`src/rtl/mux_arb_pkg.sv`:
```
// +--------------------------------------------------------------------+
// | mux_arb_pkg: shared types and defaults for the 2-way mux arbiter   |
// | Revision: 1.0                                                      |
// +--------------------------------------------------------------------+
`default_nettype none

package mux_arb_pkg;

  typedef enum logic [1:0] {
    IDLE  = 2'd0,
    BUSY0 = 2'd1,
    BUSY1 = 2'd2
  } arb_state_t;

  localparam int HOLD_MAX_DEFAULT = 16;

endpackage

`default_nettype wire

```
`src/rtl/mux_sel_arb_2.sv`:
```
// +--------------------------------------------------------------------+
// | mux_sel_arb_2: two-requester round-robin arbiter with packet lock, |
// | driving the select of a downstream 2:1 mux.  Revision: 1.0         |
// +--------------------------------------------------------------------+
`default_nettype none

module mux_sel_arb_2
  import mux_arb_pkg::*;
#(
  parameter int HOLD_MAX = HOLD_MAX_DEFAULT,
  parameter int CNT_W    = 8
) (
  input  logic clk,
  input  logic rst,
  input  logic req0,
  input  logic req1,
  input  logic last0,
  input  logic last1,
  input  logic accept,
  output logic sel,
  output logic gnt0,
  output logic gnt1,
  output logic grant_valid
);

  localparam logic [CNT_W-1:0] C_LAST_BEAT = CNT_W'(HOLD_MAX - 1);

  arb_state_t       r_state;
  arb_state_t       w_state_nxt;
  logic             r_prio;
  logic             w_prio_nxt;
  logic [CNT_W-1:0] r_beat_cnt;
  logic [CNT_W-1:0] w_cnt_nxt;

  // Owner-relative views so BUSY0 and BUSY1 share one release path.
  logic w_own;
  logic w_req_own;
  logic w_req_oth;
  logic w_last_own;

  assign w_own      = (r_state == BUSY1);
  assign w_req_own  = w_own ? req1  : req0;
  assign w_req_oth  = w_own ? req0  : req1;
  assign w_last_own = w_own ? last1 : last0;

  always_comb begin
    w_state_nxt = r_state;
    w_prio_nxt  = r_prio;
    w_cnt_nxt   = r_beat_cnt;
    case (r_state)
      IDLE: begin
        if (req0 && req1)
          w_state_nxt = r_prio ? BUSY1 : BUSY0;
        else if (req0)
          w_state_nxt = BUSY0;
        else if (req1)
          w_state_nxt = BUSY1;
      end
      BUSY0, BUSY1: begin
        if (w_req_own && accept) begin
          if (w_last_own || (r_beat_cnt == C_LAST_BEAT)) begin
            w_cnt_nxt  = '0;
            w_prio_nxt = ~w_own;
            // The owner is requesting on a beat, so without a waiting peer it keeps the mux.
            if (w_req_oth)
              w_state_nxt = w_own ? BUSY0 : BUSY1;
          end else begin
            w_cnt_nxt = r_beat_cnt + 1'b1;
          end
        end
      end
      default: w_state_nxt = IDLE;
    endcase
  end

  always_ff @(posedge clk) begin
    if (rst) begin
      r_state     <= IDLE;
      r_prio      <= 1'b0;
      r_beat_cnt  <= '0;
      sel         <= 1'b0;
      gnt0        <= 1'b0;
      gnt1        <= 1'b0;
      grant_valid <= 1'b0;
    end else begin
      r_state     <= w_state_nxt;
      r_prio      <= w_prio_nxt;
      r_beat_cnt  <= w_cnt_nxt;
      gnt0        <= (w_state_nxt == BUSY0);
      gnt1        <= (w_state_nxt == BUSY1);
      grant_valid <= (w_state_nxt != IDLE);
      // Select keeps pointing at the last owner while idle.
      if (w_state_nxt != IDLE)
        sel <= (w_state_nxt == BUSY1);
    end
  end

endmodule

`default_nettype wire

```
`config.mk`:
```
export PLATFORM = sky130hd
export DESIGN_NAME = mux_sel_arb_2
export DESIGN_NICKNAME = d
export VERILOG_FILES = /design/src/rtl/mux_arb_pkg.sv /design/src/rtl/mux_sel_arb_2.sv
export SDC_FILE = /design/constraint.sdc
export NUM_CORES = 1
export LEC_CHECK = 0
export CORE_AREA = 2 2 45 47
export CTS_CLUSTER_SIZE = 24
export DETAILED_ROUTE_END_ITERATION = 16
export DIE_AREA = 0 0 47 49
export PLACE_DENSITY = 0.81
export SLEW_MARGIN = 10
export SYNTH_ARGS = -nofsm -noshare
export SYNTH_HDL_FRONTEND = slang
export SYNTH_SLANG_ARGS = --single-unit
```
`constraint.sdc`:
```
create_clock -name clk -period 1.95 [get_ports clk]
set_clock_uncertainty 0.2 [all_clocks]
set_input_delay 0.4875 -clock clk [delete_from_list [all_inputs] [get_ports clk]]
set_output_delay 0.4875 -clock clk [all_outputs]
set_load 0.03 [all_outputs]
```
Yosys cells after proc, flatten, opt, wreduce, memory -nomap -nowiden. Cells that the tools add are included.

Output and inout port bits: 4. Logic and storage cells: 35. Input bits: 7. Flip-flop bits (word level): 15.

Multiplexer cells: 13. $add $sub $neg: 1. Equality and inequality tests: 5. Reduce and logical (&&, ||, !) cells: 8. Bitwise operators: 1.

Operator list (count): 2-bit two-way mux (8); 8-bit by 1-bit adder with 8-bit output (second input constant) (1); 8-bit by 4-bit equality test with 1-bit output (second input constant) (1); 8-bit two-way mux (1); 2-bit by 1-bit equality test with 1-bit output (second input constant) (2); 2-bit equality test (second input constant) (2); 2-bit case mux with 2 select lines (1); 1-bit two-way mux (3); 3-bit AND reduction (1); 1-bit logical AND (2); 2-bit zero test (1); 2-bit AND reduction (1); 2-bit nonzero test (1); 2-bit OR reduction (1); 1-bit logical OR (1); 1-bit inverter (1).

Longest topological paths before layout.
Depth in word-level cells: 7. Depth in mapped cells: 8. Depth with buffers taken out: 7.

Worst setup path before layout. Ideal clock, no wire load.

Kind: register to register. From: reg r_state[0]. To: reg gnt1. Arrival: 1.747 ns. Data required time: 1.663 ns. Cell stages (with the launch flop): 9. Buffers on the path: 1. Slack: -0.084 ns. Clock period less this slack: 2.034 ns. Setup time: 0.087 ns. Cell sequence: dfxtp_1 inv_1 ha_1 clkbuf_2 mux2_4 a21oi_2 nor3_1 a221oi_4 nor4b_4.

Word-level cells in the longest chain between the ends: 7. Elaborated cells between the ends (all ways): 18. Those cells by class: eq/ne: 3; mux: 11; reduce/logical: 4.

Ends and longest elaborated chain: start, declared (RTL line mux_sel_arb_2.sv:28) `arb_state_t r_state;`; start signal, assigned (RTL line mux_sel_arb_2.sv:86) `r_state <= w_state_nxt;`; 2-bit equality test (RTL line mux_sel_arb_2.sv:41, mux_sel_arb_2.sv:50); 2-bit two-way mux (tied with other cells) (RTL line mux_sel_arb_2.sv:66) `w_state_nxt = w_own ? BUSY0 : BUSY1;`; 2-bit two-way mux / 1-bit logical OR (equally long branches) (RTL line mux_sel_arb_2.sv:65, mux_sel_arb_2.sv:61); 2-bit two-way mux (RTL line mux_sel_arb_2.sv:61) `if (w_last_own || (r_beat_cnt == C_LAST_BEAT)) begin`; 2-bit two-way mux (RTL line mux_sel_arb_2.sv:60) `if (w_req_own && accept) begin`; 2-bit case mux with 2 select lines (*) (RTL line mux_sel_arb_2.sv:50) `case (r_state)`; 2-bit equality test (*) (RTL line mux_sel_arb_2.sv:90) `gnt1 <= (w_state_nxt == BUSY1);`; end signal, assigned (RTL line mux_sel_arb_2.sv:90); end, declared (RTL line mux_sel_arb_2.sv:22) `output logic gnt1,`.

Mark *: on every way between the ends. The rest lies on a longest branch, timed or not. A chain may end at the register's enable or synchronous reset.

Worst setup path after layout. Same ends and word-level chain as after synthesis.

==> results_dict.tcl <==
set metrics [dict create \
    layout_common_cells "buf_4, dfxtp_1, nor2_1, nand2_1, dlygate4sd2_1" \
    route.detailed.wl_per_inst_um 13.1 \
    dieWidth_um 47 \
    row_count 16 \
    drt-vias-per-instance 5.18 \
    postRouteWirelength_um 1920 \
    worst_slew_pin_slew_ns 0.536 \
    route.detailed.drc 0 \
    ys_warn_count 0 \
    grt_pass1_vias 771 \
    floorplan.io_pins 11 \
    period_minus_ws_final_ns 1.95 \
    clk-insertion-delay-late_ns 0.28 \
    area_growth_syn_to_layout_pct 43.3 \
    grt_remaining_overflow 0 \
    report.final.setup_viol 0 \
    grt_antenna_before_repair 0 \
    synth_area_leader_cell "dfxtp_1" \
    worstSetupPathType "reg2reg" \
    dp_slack_ns -0.360 \
    initial_standard_cell_utilization_of_the_core_pct 44.3 \
    max-slew-margin-rel_pct 63.2 \
    grt_first_pass_wirelength_um 3230 \
    cp-start-kind "flip-flop" \
    finalNetCount 131 \
    layout.cells.most_common "buf_4" \
    yosysUniqueCellTypes 32 \
    maxCapViolations 0 \
    critPathMaxFanout 5 \
    unrepaired_setup_endpoints_after_global_routing "yes" \
    number_of_levels_in_the_clock_h_tree 1 \
    port_buffers 10 \
    part_of_the_cycle_the_worst_path_needs_pct 99.9 \
    timing.critical_path.to_type "flip-flop" \
    detailedPlacementHpwl_um 1450 \
    placed_cells 141 \
    worst_r2r_endpoint "gnt1" \
    antenna_cells 0 \
    dominantRegCellSynth "dfxtp_1" \
    yosys.area.top_type_share_pct 36.8 \
    cellLeakagePower_nw 0.490 \
    vdd_ir_drop_max_mv 0.487 \
    dr.pass1.iters 4 \
    chipHeight_um 49 \
    cts_inserted_buffers 3 \
    setup.worst_path.start "r_state[0]" \
    synth_sequential_area_ratio_pct 36.8 \
    cts_root_buffer "clkbuf_4" \
    tritoncts "done" \
    synthesis.area_per_instance_um2 9.06 \
    top_cells_by_area_synth "dfxtp_1, ha_1, xor2_1" \
    postLayoutSetupSlackWorst_ns 0.00164 \
    arrival_ns 1.95 \
    detailedRoute.firstIterationViolations 6 \
    finalWeightedCongestion 0.876 \
    run_status "finished, final reports clean" \
    drive_above_1_share_pct 38.7 \
    min-delay-path-class "reg2reg" \
    synth.cell_area_um2 816 \
    die-area_mm2 0.00230 \
    ant_nets 0 \
    synthesis.nets 101 \
    maxClockFrequency_ghz 0.513 \
    timing.reg2reg.worst_path_depth 7 \
    synthCells 90 \
    power.density_mw_per_mm2 718 \
    detailroute.via_count 757 \
    cts.reportedPaths.clkPinSlew_ns 0.09 \
    hold_violations 0 \
    finalNonFillerCells 146 \
    grtUsageTotal_pct 18.6 \
    core-area_mm2 0.00184 \
    asyncSetResetFlopFracSynth_pct 0 \
    r2r-start "r_state[0]" \
    worst_hold_slack_ns 0.273 \
    largest_net_degree_at_the_start_of_global_routing 10 \
    cts_sinks 15 \
    r2r_slack_ns 0.002 \
    setup.worst_path.end "gnt1" \
    ctsLongestPathBuffers 2 \
    tns_ns 0 \
    drv_slew 0 \
    synth_edf_count 0 \
    cp_data_required_time_ns 1.95 \
    ys_ff_latch 15 \
    ctsHoldBuffers 0 \
]
## where the power goes
group          internal [W]  total [W]  switching [W]
logic              0.000142   0.000315       0.000173
registers          0.000333   0.000348      0.0000152
clock network     0.0000759   0.000177       0.000101
total              0.000550   0.000840       0.000289
## repair_timing
action,in CTS,in global routing
pin swaps,6,3
gates resized for setup,15,8
setup buffers,1,0
endpoints found under the setup margin,9,11
## kinds of logic after synthesis
kind of cell               share of synthesized area, %
AOI/OAI and AO/OA                                  13.8
muxes                                              4.29
adders and majority gates                          6.14
xor gates and xnor gates                           6.44
and+or+nand+nor                                    30.1
DFF                                                36.8
buffers and inverters                              2.45
## metal layers
metal,vias to the layer above,routed length (µm),global-route usage [%]
met1,359,801,23.8
met4,0,33,3.70
li1,381,-,-
met2,13,1020,32.2
met5,-,0,0
met3,4,59,2.59
## worst max-delay path, cell delays in order, from the launching register on
cell and delay, ns:
dfxtp_2 0.33, inv_2 0.08, ha_4 0.15, mux2_4 0.31, a21oi_4 0.18, nor3_4 0.08
a221oi_4 0.29, nor4b_4 0.25
## worst min path at each step
stage,startpoint,to,cells after the start
3_3_place_gp,r_prio,r_prio,2
5_1_grt,r_prio,r_prio,2
2_1_floorplan,r_prio,r_prio,2
4_1_cts,r_prio,r_prio,2
3_5_place_dp,r_prio,r_prio,2
6_report,r_prio,r_prio,2
## per-stage QoR
stage                     cell area [µm²]  power, W  util [%]
after CTS                            1140  0.000828      61.8
final                                1170  0.000840      63.5
after detailed placement             1080  0.000649      58.6
after global routing                 1170  0.000880      63.5
after global placement               1080  0.000642      58.6
after floorplan                       842  0.000539         -
## layout make-up
| class | instances | area, µm² |
|---|---|---|
| well taps | 27 | 33.8 |
| fillers | 161 | 673 |
| clock buffers | 3 | 22.5 |
| inverters | 3 | 11.3 |
| multi-input cells | 70 | 572 |
| flip-flops and latches | 15 | 304 |
| clock inverters | 1 | 5.00 |
| repair buffers | 27 | 220 |
## synthesized netlist by cell type, drive strengths merged, types with 2 or more instances
master  instances
nor3            4
nand3b          2
a21oi           6
nor4            2
mux2i           2
nand2           9
inv             3
nor2            9
nand2b          2
dfxtp          15
nand4           2
xor2            5
o21ai           4
ha              4
nand3           6
and3            3
## registers in the layout, indices dropped and copies added, names as in the netlist
name	cells
gnt0	1
gnt1	1
grant_valid	1
r_beat_cnt	8
r_prio	1
r_state	2
sel	1
Power figures use the tool's default switching activity.
